===== src/rtl/eco32_core_lsu_dcu_pt_fill_if.sv =====
// Bundle of refill, flush, memory-fetch and table-write signals for the
// page descriptor table fill controller. The controller uses the slave view;
// the requester/memory/table side uses the master view.
interface eco32_core_lsu_dcu_pt_fill_if #(
    parameter int PAGE_ADDR_WIDTH = 5
);
    // Refill request from the LSU miss path
    logic                       req_stb;
    logic                       req_tid;
    logic [PAGE_ADDR_WIDTH-1:0] req_page;
    logic                       req_ack;

    // Per-thread flush request
    logic                       flush_stb;
    logic                       flush_tid;
    logic                       flush_ack;

    // Descriptor fetch port
    logic                       mem_req;
    logic                       mem_tid;
    logic [PAGE_ADDR_WIDTH-1:0] mem_page;
    logic                       mem_ack;
    logic                       mem_rsp_stb;
    logic                       mem_rsp_err;
    logic [38:0]                mem_rsp_descriptor;

    // Table write port
    logic                       wr_ena;
    logic                       wr_tid;
    logic [PAGE_ADDR_WIDTH-1:0] wr_page;
    logic [38:0]                wr_descriptor;

    // Status
    logic                       busy;
    logic                       done_stb;
    logic                       done_err;

    modport slave (
        input  req_stb, req_tid, req_page,
        input  flush_stb, flush_tid,
        input  mem_ack, mem_rsp_stb, mem_rsp_err, mem_rsp_descriptor,
        output req_ack, flush_ack,
        output mem_req, mem_tid, mem_page,
        output wr_ena, wr_tid, wr_page, wr_descriptor,
        output busy, done_stb, done_err
    );

    modport master (
        output req_stb, req_tid, req_page,
        output flush_stb, flush_tid,
        output mem_ack, mem_rsp_stb, mem_rsp_err, mem_rsp_descriptor,
        input  req_ack, flush_ack,
        input  mem_req, mem_tid, mem_page,
        input  wr_ena, wr_tid, wr_page, wr_descriptor,
        input  busy, done_stb, done_err
    );
endinterface


===== src/rtl/eco32_core_lsu_dcu_pt_fill.sv =====
// Write-side controller for the data-cache-way page descriptor table.
// Refills one (thread, page) entry from a request/response memory port, or
// sweeps every page of one thread to the all-zero (invalid) descriptor.
// Every output comes straight from a register; the next-state logic computes
// the value each output must show in the following cycle.
module eco32_core_lsu_dcu_pt_fill #(
    parameter int PAGE_ADDR_WIDTH = 5
) (
    input  logic                        clk,
    input  logic                        rst,
    eco32_core_lsu_dcu_pt_fill_if.slave bus
);
    localparam int                         DESC_WIDTH = 39;
    localparam logic [PAGE_ADDR_WIDTH-1:0] LAST_PAGE  = '1;
    localparam logic [PAGE_ADDR_WIDTH-1:0] PAGE_ONE   = 1;

    typedef enum logic [2:0] {
        ST_IDLE,
        ST_FETCH,
        ST_WAIT,
        ST_WRITE,
        ST_FLUSH
    } state_t;

    state_t state_reg, state_next;

    // Latched operation context
    logic                       tid_reg, tid_next;
    logic [PAGE_ADDR_WIDTH-1:0] page_reg, page_next;
    logic [PAGE_ADDR_WIDTH-1:0] cnt_reg, cnt_next;
    logic [PAGE_ADDR_WIDTH-1:0] cnt_inc;

    // Output registers
    logic                       req_ack_reg, req_ack_next;
    logic                       flush_ack_reg, flush_ack_next;
    logic                       mem_req_reg, mem_req_next;
    logic                       mem_tid_reg, mem_tid_next;
    logic [PAGE_ADDR_WIDTH-1:0] mem_page_reg, mem_page_next;
    logic                       wr_ena_reg, wr_ena_next;
    logic                       wr_tid_reg, wr_tid_next;
    logic [PAGE_ADDR_WIDTH-1:0] wr_page_reg, wr_page_next;
    logic [DESC_WIDTH-1:0]      wr_descriptor_reg, wr_descriptor_next;
    logic                       busy_reg, busy_next;
    logic                       done_stb_reg, done_stb_next;
    logic                       done_err_reg, done_err_next;

    // Set when this cycle's memory response should become the table write
    logic                       take_rsp;

    assign cnt_inc = cnt_reg + PAGE_ONE;

    // State register; reset abandons whatever operation is in flight
    always_ff @(posedge clk) begin
        if (rst) begin
            state_reg <= ST_IDLE;
        end else begin
            state_reg <= state_next;
        end
    end

    // Context and output registers; all outputs read 0 out of reset
    always_ff @(posedge clk) begin
        if (rst) begin
            tid_reg           <= 1'b0;
            page_reg          <= '0;
            cnt_reg           <= '0;
            req_ack_reg       <= 1'b0;
            flush_ack_reg     <= 1'b0;
            mem_req_reg       <= 1'b0;
            mem_tid_reg       <= 1'b0;
            mem_page_reg      <= '0;
            wr_ena_reg        <= 1'b0;
            wr_tid_reg        <= 1'b0;
            wr_page_reg       <= '0;
            wr_descriptor_reg <= '0;
            busy_reg          <= 1'b0;
            done_stb_reg      <= 1'b0;
            done_err_reg      <= 1'b0;
        end else begin
            tid_reg           <= tid_next;
            page_reg          <= page_next;
            cnt_reg           <= cnt_next;
            req_ack_reg       <= req_ack_next;
            flush_ack_reg     <= flush_ack_next;
            mem_req_reg       <= mem_req_next;
            mem_tid_reg       <= mem_tid_next;
            mem_page_reg      <= mem_page_next;
            wr_ena_reg        <= wr_ena_next;
            wr_tid_reg        <= wr_tid_next;
            wr_page_reg       <= wr_page_next;
            wr_descriptor_reg <= wr_descriptor_next;
            busy_reg          <= busy_next;
            done_stb_reg      <= done_stb_next;
            done_err_reg      <= done_err_next;
        end
    end

    // Next-state and next-output logic
    always_comb begin
        state_next         = state_reg;
        tid_next           = tid_reg;
        page_next          = page_reg;
        cnt_next           = cnt_reg;
        req_ack_next       = 1'b0;
        flush_ack_next     = 1'b0;
        mem_req_next       = mem_req_reg;
        mem_tid_next       = mem_tid_reg;
        mem_page_next      = mem_page_reg;
        wr_ena_next        = 1'b0;
        wr_tid_next        = wr_tid_reg;
        wr_page_next       = wr_page_reg;
        wr_descriptor_next = wr_descriptor_reg;
        done_stb_next      = 1'b0;
        done_err_next      = 1'b0;
        take_rsp           = 1'b0;

        case (state_reg)
            ST_IDLE: begin
                if (bus.flush_stb) begin
                    // Flush wins over a simultaneous refill; page 0 is
                    // written in the very first FLUSH cycle.
                    flush_ack_next     = 1'b1;
                    tid_next           = bus.flush_tid;
                    cnt_next           = '0;
                    wr_ena_next        = 1'b1;
                    wr_tid_next        = bus.flush_tid;
                    wr_page_next       = '0;
                    wr_descriptor_next = '0;
                    state_next         = ST_FLUSH;
                end else if (bus.req_stb) begin
                    req_ack_next  = 1'b1;
                    tid_next      = bus.req_tid;
                    page_next     = bus.req_page;
                    mem_req_next  = 1'b1;
                    mem_tid_next  = bus.req_tid;
                    mem_page_next = bus.req_page;
                    state_next    = ST_FETCH;
                end
            end

            ST_FETCH: begin
                // Request fields hold until the memory accepts it; a response
                // arriving in the same cycle as the accept is not lost.
                if (bus.mem_ack) begin
                    mem_req_next = 1'b0;
                    if (bus.mem_rsp_stb) begin
                        take_rsp   = 1'b1;
                        state_next = ST_WRITE;
                    end else begin
                        state_next = ST_WAIT;
                    end
                end
            end

            ST_WAIT: begin
                if (bus.mem_rsp_stb) begin
                    take_rsp   = 1'b1;
                    state_next = ST_WRITE;
                end
            end

            ST_WRITE: begin
                // The write and done pulse are already on the outputs
                state_next = ST_IDLE;
            end

            ST_FLUSH: begin
                // wr_page_reg currently shows cnt_reg; stop once the last
                // page has been written so the counter never wraps.
                if (cnt_reg == LAST_PAGE) begin
                    state_next = ST_IDLE;
                end else begin
                    cnt_next           = cnt_inc;
                    wr_ena_next        = 1'b1;
                    wr_tid_next        = tid_reg;
                    wr_page_next       = cnt_inc;
                    wr_descriptor_next = '0;
                    done_stb_next      = (cnt_inc == LAST_PAGE);
                end
            end

            default: begin
                state_next   = ST_IDLE;
                mem_req_next = 1'b0;
            end
        endcase

        // A failed fetch still writes, but with the invalid descriptor
        if (take_rsp) begin
            wr_ena_next        = 1'b1;
            wr_tid_next        = tid_reg;
            wr_page_next       = page_reg;
            wr_descriptor_next = bus.mem_rsp_err ? '0 : bus.mem_rsp_descriptor;
            done_stb_next      = 1'b1;
            done_err_next      = bus.mem_rsp_err;
        end

        busy_next = (state_next != ST_IDLE);
    end

    assign bus.req_ack       = req_ack_reg;
    assign bus.flush_ack     = flush_ack_reg;
    assign bus.mem_req       = mem_req_reg;
    assign bus.mem_tid       = mem_tid_reg;
    assign bus.mem_page      = mem_page_reg;
    assign bus.wr_ena        = wr_ena_reg;
    assign bus.wr_tid        = wr_tid_reg;
    assign bus.wr_page       = wr_page_reg;
    assign bus.wr_descriptor = wr_descriptor_reg;
    assign bus.busy          = busy_reg;
    assign bus.done_stb      = done_stb_reg;
    assign bus.done_err      = done_err_reg;
endmodule


===== src/flat_wrapper.sv =====
// flat-port wrapper written by rule: the top's interface ports become plain ports
module eco32_core_lsu_dcu_pt_fill_flat 
#(
    parameter int PAGE_ADDR_WIDTH = 5
)
  (clk, rst, bus_req_stb, bus_req_tid, bus_req_page, bus_flush_stb, bus_flush_tid, bus_mem_ack, bus_mem_rsp_stb, bus_mem_rsp_err, bus_mem_rsp_descriptor, bus_req_ack, bus_flush_ack, bus_mem_req, bus_mem_tid, bus_mem_page, bus_wr_ena, bus_wr_tid, bus_wr_page, bus_wr_descriptor, bus_busy, bus_done_stb, bus_done_err);
  eco32_core_lsu_dcu_pt_fill_if #(.PAGE_ADDR_WIDTH(PAGE_ADDR_WIDTH)) bus_i ();
  input  logic clk;
  input  logic rst;
  input wire logic [$bits(bus_i.req_stb)-1:0] bus_req_stb;
  input wire logic [$bits(bus_i.req_tid)-1:0] bus_req_tid;
  input wire logic [$bits(bus_i.req_page)-1:0] bus_req_page;
  input wire logic [$bits(bus_i.flush_stb)-1:0] bus_flush_stb;
  input wire logic [$bits(bus_i.flush_tid)-1:0] bus_flush_tid;
  input wire logic [$bits(bus_i.mem_ack)-1:0] bus_mem_ack;
  input wire logic [$bits(bus_i.mem_rsp_stb)-1:0] bus_mem_rsp_stb;
  input wire logic [$bits(bus_i.mem_rsp_err)-1:0] bus_mem_rsp_err;
  input wire logic [$bits(bus_i.mem_rsp_descriptor)-1:0] bus_mem_rsp_descriptor;
  output wire logic [$bits(bus_i.req_ack)-1:0] bus_req_ack;
  output wire logic [$bits(bus_i.flush_ack)-1:0] bus_flush_ack;
  output wire logic [$bits(bus_i.mem_req)-1:0] bus_mem_req;
  output wire logic [$bits(bus_i.mem_tid)-1:0] bus_mem_tid;
  output wire logic [$bits(bus_i.mem_page)-1:0] bus_mem_page;
  output wire logic [$bits(bus_i.wr_ena)-1:0] bus_wr_ena;
  output wire logic [$bits(bus_i.wr_tid)-1:0] bus_wr_tid;
  output wire logic [$bits(bus_i.wr_page)-1:0] bus_wr_page;
  output wire logic [$bits(bus_i.wr_descriptor)-1:0] bus_wr_descriptor;
  output wire logic [$bits(bus_i.busy)-1:0] bus_busy;
  output wire logic [$bits(bus_i.done_stb)-1:0] bus_done_stb;
  output wire logic [$bits(bus_i.done_err)-1:0] bus_done_err;
  assign bus_i.req_stb = bus_req_stb;
  assign bus_i.req_tid = bus_req_tid;
  assign bus_i.req_page = bus_req_page;
  assign bus_i.flush_stb = bus_flush_stb;
  assign bus_i.flush_tid = bus_flush_tid;
  assign bus_i.mem_ack = bus_mem_ack;
  assign bus_i.mem_rsp_stb = bus_mem_rsp_stb;
  assign bus_i.mem_rsp_err = bus_mem_rsp_err;
  assign bus_i.mem_rsp_descriptor = bus_mem_rsp_descriptor;
  assign bus_req_ack = bus_i.req_ack;
  assign bus_flush_ack = bus_i.flush_ack;
  assign bus_mem_req = bus_i.mem_req;
  assign bus_mem_tid = bus_i.mem_tid;
  assign bus_mem_page = bus_i.mem_page;
  assign bus_wr_ena = bus_i.wr_ena;
  assign bus_wr_tid = bus_i.wr_tid;
  assign bus_wr_page = bus_i.wr_page;
  assign bus_wr_descriptor = bus_i.wr_descriptor;
  assign bus_busy = bus_i.busy;
  assign bus_done_stb = bus_i.done_stb;
  assign bus_done_err = bus_i.done_err;
  eco32_core_lsu_dcu_pt_fill #(.PAGE_ADDR_WIDTH(PAGE_ADDR_WIDTH)) u_core (.clk(clk), .rst(rst), .bus(bus_i));
endmodule

===== config.mk =====
export PLATFORM = sky130hd
export DESIGN_NAME = eco32_core_lsu_dcu_pt_fill_flat
export DESIGN_NICKNAME = d
export VERILOG_FILES = /design/src/rtl/eco32_core_lsu_dcu_pt_fill_if.sv /design/src/rtl/eco32_core_lsu_dcu_pt_fill.sv /design/src/flat_wrapper.sv
export SDC_FILE = /design/constraint.sdc
export NUM_CORES = 1
export LEC_CHECK = 0
export CELL_PAD_IN_SITES_DETAIL_PLACEMENT = 0
export CELL_PAD_IN_SITES_GLOBAL_PLACEMENT = 1
export CORE_ASPECT_RATIO = 1.1
export CORE_MARGIN = 2
export CORE_UTILIZATION = 25
export DETAILED_ROUTE_END_ITERATION = 6
export PLACE_DENSITY = 0.79
export SYNTH_ARGS = -nofsm -noshare
export SYNTH_HDL_FRONTEND = slang
export SYNTH_SLANG_ARGS = --single-unit

===== constraint.sdc =====
create_clock -name clk -period 1.8 [get_ports clk]
set_input_delay 0.18 -clock clk [delete_from_list [all_inputs] [get_ports clk]]
set_output_delay 0.18 -clock clk [all_outputs]
set_load 0.02 [all_outputs]

==> results.yml <==
run_status:
  outcome: "complete, but fails checks"
  violations: "setup timing"
detailed_routing:
  dr.pass1.iters: 4
  wirelength_um: 8070
  ant_nets: 0
  via_count: 2703
  drc: 0
  avgViaCountPerCell: 4.685
  wl_per_cell_um: 13.99
  drtIter0Drc: 86
clocking:
  cts_buffers: 9
  cts.path.max_buffers: 2
  clock_latency_ns: 0.32
  htree_levels: 3
  cts_tree: "yes"
  root_buffer: "clkbuf_16"
  clk_pin_slew_ns: 0.05
  cts_sinks: 67
  cts_hold_buf: 0
floorplanning:
  dieArea_mm2: 0.01208
  fp.dieH_um: 115.1
  io_pins: 111
  core_mm2: 0.01091
  rows: 40
  die_w_um: 105.0
  initial_core_util_pct: 25.69
synthesis:
  ys_warn_count: 0
  syn_inst: 316
  synth.area.top_cells: "dfxtp_1 (48%), nand3b_1 (11%), a21oi_1 (9.3%)"
  seq_area_frac_synth_pct: 47.86
  yosys.cell_count.top_type: "dfxtp_1"
  synth.avg_cell_area_um2: 8.869
  ys.flop_type: "dfxtp_1"
  syn_area_mm2: 0.002803
  yosys.area.top_type_share_pct: 47.86
  async_reset_ff_share_pct: 0
  synth_cell_types: 35
  synth_edf_count: 0
  synth_common_cells: "dfxtp_1 (67), a21oi_1 (52), nand3_1 (45)"
  yosys.area.top_type: "dfxtp_1"
  ys_ff_latch: 67
  synth_nets: 373
setup_path:
  crit_fanout: 31
  cp-endpoint: "u_core.bus.wr_descriptor[25]$_SDFFE_PP0P_"
  startpoint: "u_core.cnt_reg[0]$_SDFFE_PP0P_"
  r2r_setup_slack_ns: -0.01
  cp-start-kind: "flop"
  worstReg2RegStart: "u_core.cnt_reg[0]$_SDFFE_PP0P_"
  worstPathRequired_ns: 1.99
  worstReg2RegEnd: "u_core.bus.wr_descriptor[25]$_SDFFE_PP0P_"
  worst-r2r-cell-count: 8
  path_class: "flop to flop"
  arrival_ns: 2.01
  crit_path_end_kind: "flop"
hold_path:
  hp-start: "rst"
  hold_depth: 2
  hold_class: "input port to flop"
sta:
  tns_ns: -0.06411
  finalHoldViolCount: 0
  fmax_ghz: 0.5510
  finClkSkew_ns: 0.003263
  worstMarginPinSlew_ns: 0.4751
  fin_crit_ns: 1.815
  finalSetupViolCount: 14
  worst_slack_ns: -0.01473
  rsz0062_at_grt: "yes"
  finalMaxSlewViolations: 0
  maxSlewHeadroom_pct: 68.32
  fin_crit_sh_pct: 100.8
cells_and_area:
  num_antenna_cells: 0
  largest_reg_flops: 39
  drive_above_1_share_pct: 12.09
  area_delta_synth_final_pct: 60.40
  fin_nets: 482
place:
  portBuffers: 110
  hpwl_um: 5626
  gp_congestion: 0.7348
run:
  maxCapViolCount: 0
global_routing:
  track_usage_pct: 13.65
  grt_overflow_total: 0
  first_global_vias: 2744
  antenna_found_initial: 0
  grt_pass1_wl_um: 13190
  grt_max_degree: 41
power_and_ir_drop:
  leakagePower_uw: 0.001536
  vdd_drop_max_v: 0.0003536
  cellPowerDensity_mw_per_mm2: 840.4
  p_total_uw: 3778
## area by class of cell
| type | count | area (um^2) |
|---|---|---|
| Fill cell | 1122 | 6415 |
| Multi-Input combinational cell | 217 | 1405 |
| Sequential cell | 67 | 1344 |
| Timing Repair Buffer | 128 | 1281 |
| Clock buffer | 14 | 264.0 |
| Tap cell | 147 | 183.9 |
| Clock inverter | 2 | 10.01 |
| Inverter | 2 | 7.507 |
## worst min path at each step
stage                                                end  slack [ns]
6_report                  u_core.cnt_reg[4]$_SDFFE_PP0P_        0.14
3_5_place_dp   u_core.bus.wr_descriptor[22]$_SDFFE_PP0P_        0.46
5_1_grt               u_core.bus.wr_page[4]$_SDFFE_PP0P_        0.15
3_3_place_gp   u_core.bus.wr_descriptor[10]$_SDFFE_PP0P_        0.46
2_1_floorplan        u_core.bus.mem_page[0]$_SDFFE_PP0P_        0.32
4_1_cts                   u_core.cnt_reg[4]$_SDFFE_PP0P_        0.12
## critical path: stages, from the launching register on
cell and delay, ns:
dfxtp_2 0.33, ha_4 0.15, and3_4 0.18, ha_4 0.15
nand2b_4 0.13, a211o_4 0.37, buf_12 0.17, nand3_1 0.09
a21oi_1 0.07
## logic make-up (layout without fill, tap and decap cells)
logic type	after synthesis	in the layout	synth area share, %
compound gates	71	71	14.29
xor+xnor	2	2	0.6251
fa+ha+maj	4	4	1.786
buf+inv	32	146	5.625
flops	67	67	47.86
mux	8	8	2.857
simple gates	132	132	26.97
## routing by layer
layer  GRT usage [%]  vias up  share of wire (%)
met5               0        -                  0
met4           5.156        0               0.99
met3           4.025        7                5.3
met2           23.42       65                 49
met1           16.23     1291                 44
li1                -     1340                  -
## stage by stage
step                std cells  hold WS (ns)  setup slack (ns)  utilization (%)  instance area [um^2]
floorplan                 316        0.3239          0.009410                -                  2863
global placement          561        0.4571          -0.01197            38.15                  4163
detailed placement        561        0.4589          -0.05580            38.15                  4163
CTS                       577        0.1206          -0.01744            40.73                  4444
global route              577        0.1491          -0.08614            41.20                  4496
finish                    577        0.1422          -0.01473            41.20                  4496
## repair_timing
action | CTS | global route
setup endpoints to repair | 49 | 50
pin swaps | 1 | 2
endpoints found under the hold margin | 0 | 0
resized for setup | 1 | 10
buffers inserted | 0 | 0
cloned | 0 | 0
## power by group
group / internal [uW] / switching (uW)
combinational: 303 / 294
clock: 1000 / 607
sequential: 1530 / 37.8
total: 2840 / 939
## cell usage in the layout, fill, tap and decap left out, types with 4 or more instances in the layout
| master | Yosys | layout |
|---|---|---|
| clkdlybuf4s50_1 | 0 | 109 |
| dfxtp_1 | 67 | 65 |
| a21oi_1 | 52 | 51 |
| nand3b_1 | 41 | 41 |
| nand3_1 | 45 | 36 |
| nor2_1 | 15 | 15 |
| buf_4 | 3 | 14 |
| nand2_1 | 13 | 13 |
| nand3_2 | 0 | 9 |
| clkbuf_16 | 0 | 9 |
| mux2i_1 | 8 | 8 |
| nand2b_1 | 6 | 5 |
| nor3_1 | 4 | 4 |
| a211oi_1 | 4 | 4 |
| a31oi_1 | 4 | 4 |
| o21ai_0 | 4 | 4 |
| buf_12 | 0 | 4 |
(Power assumes the default switching activity.)
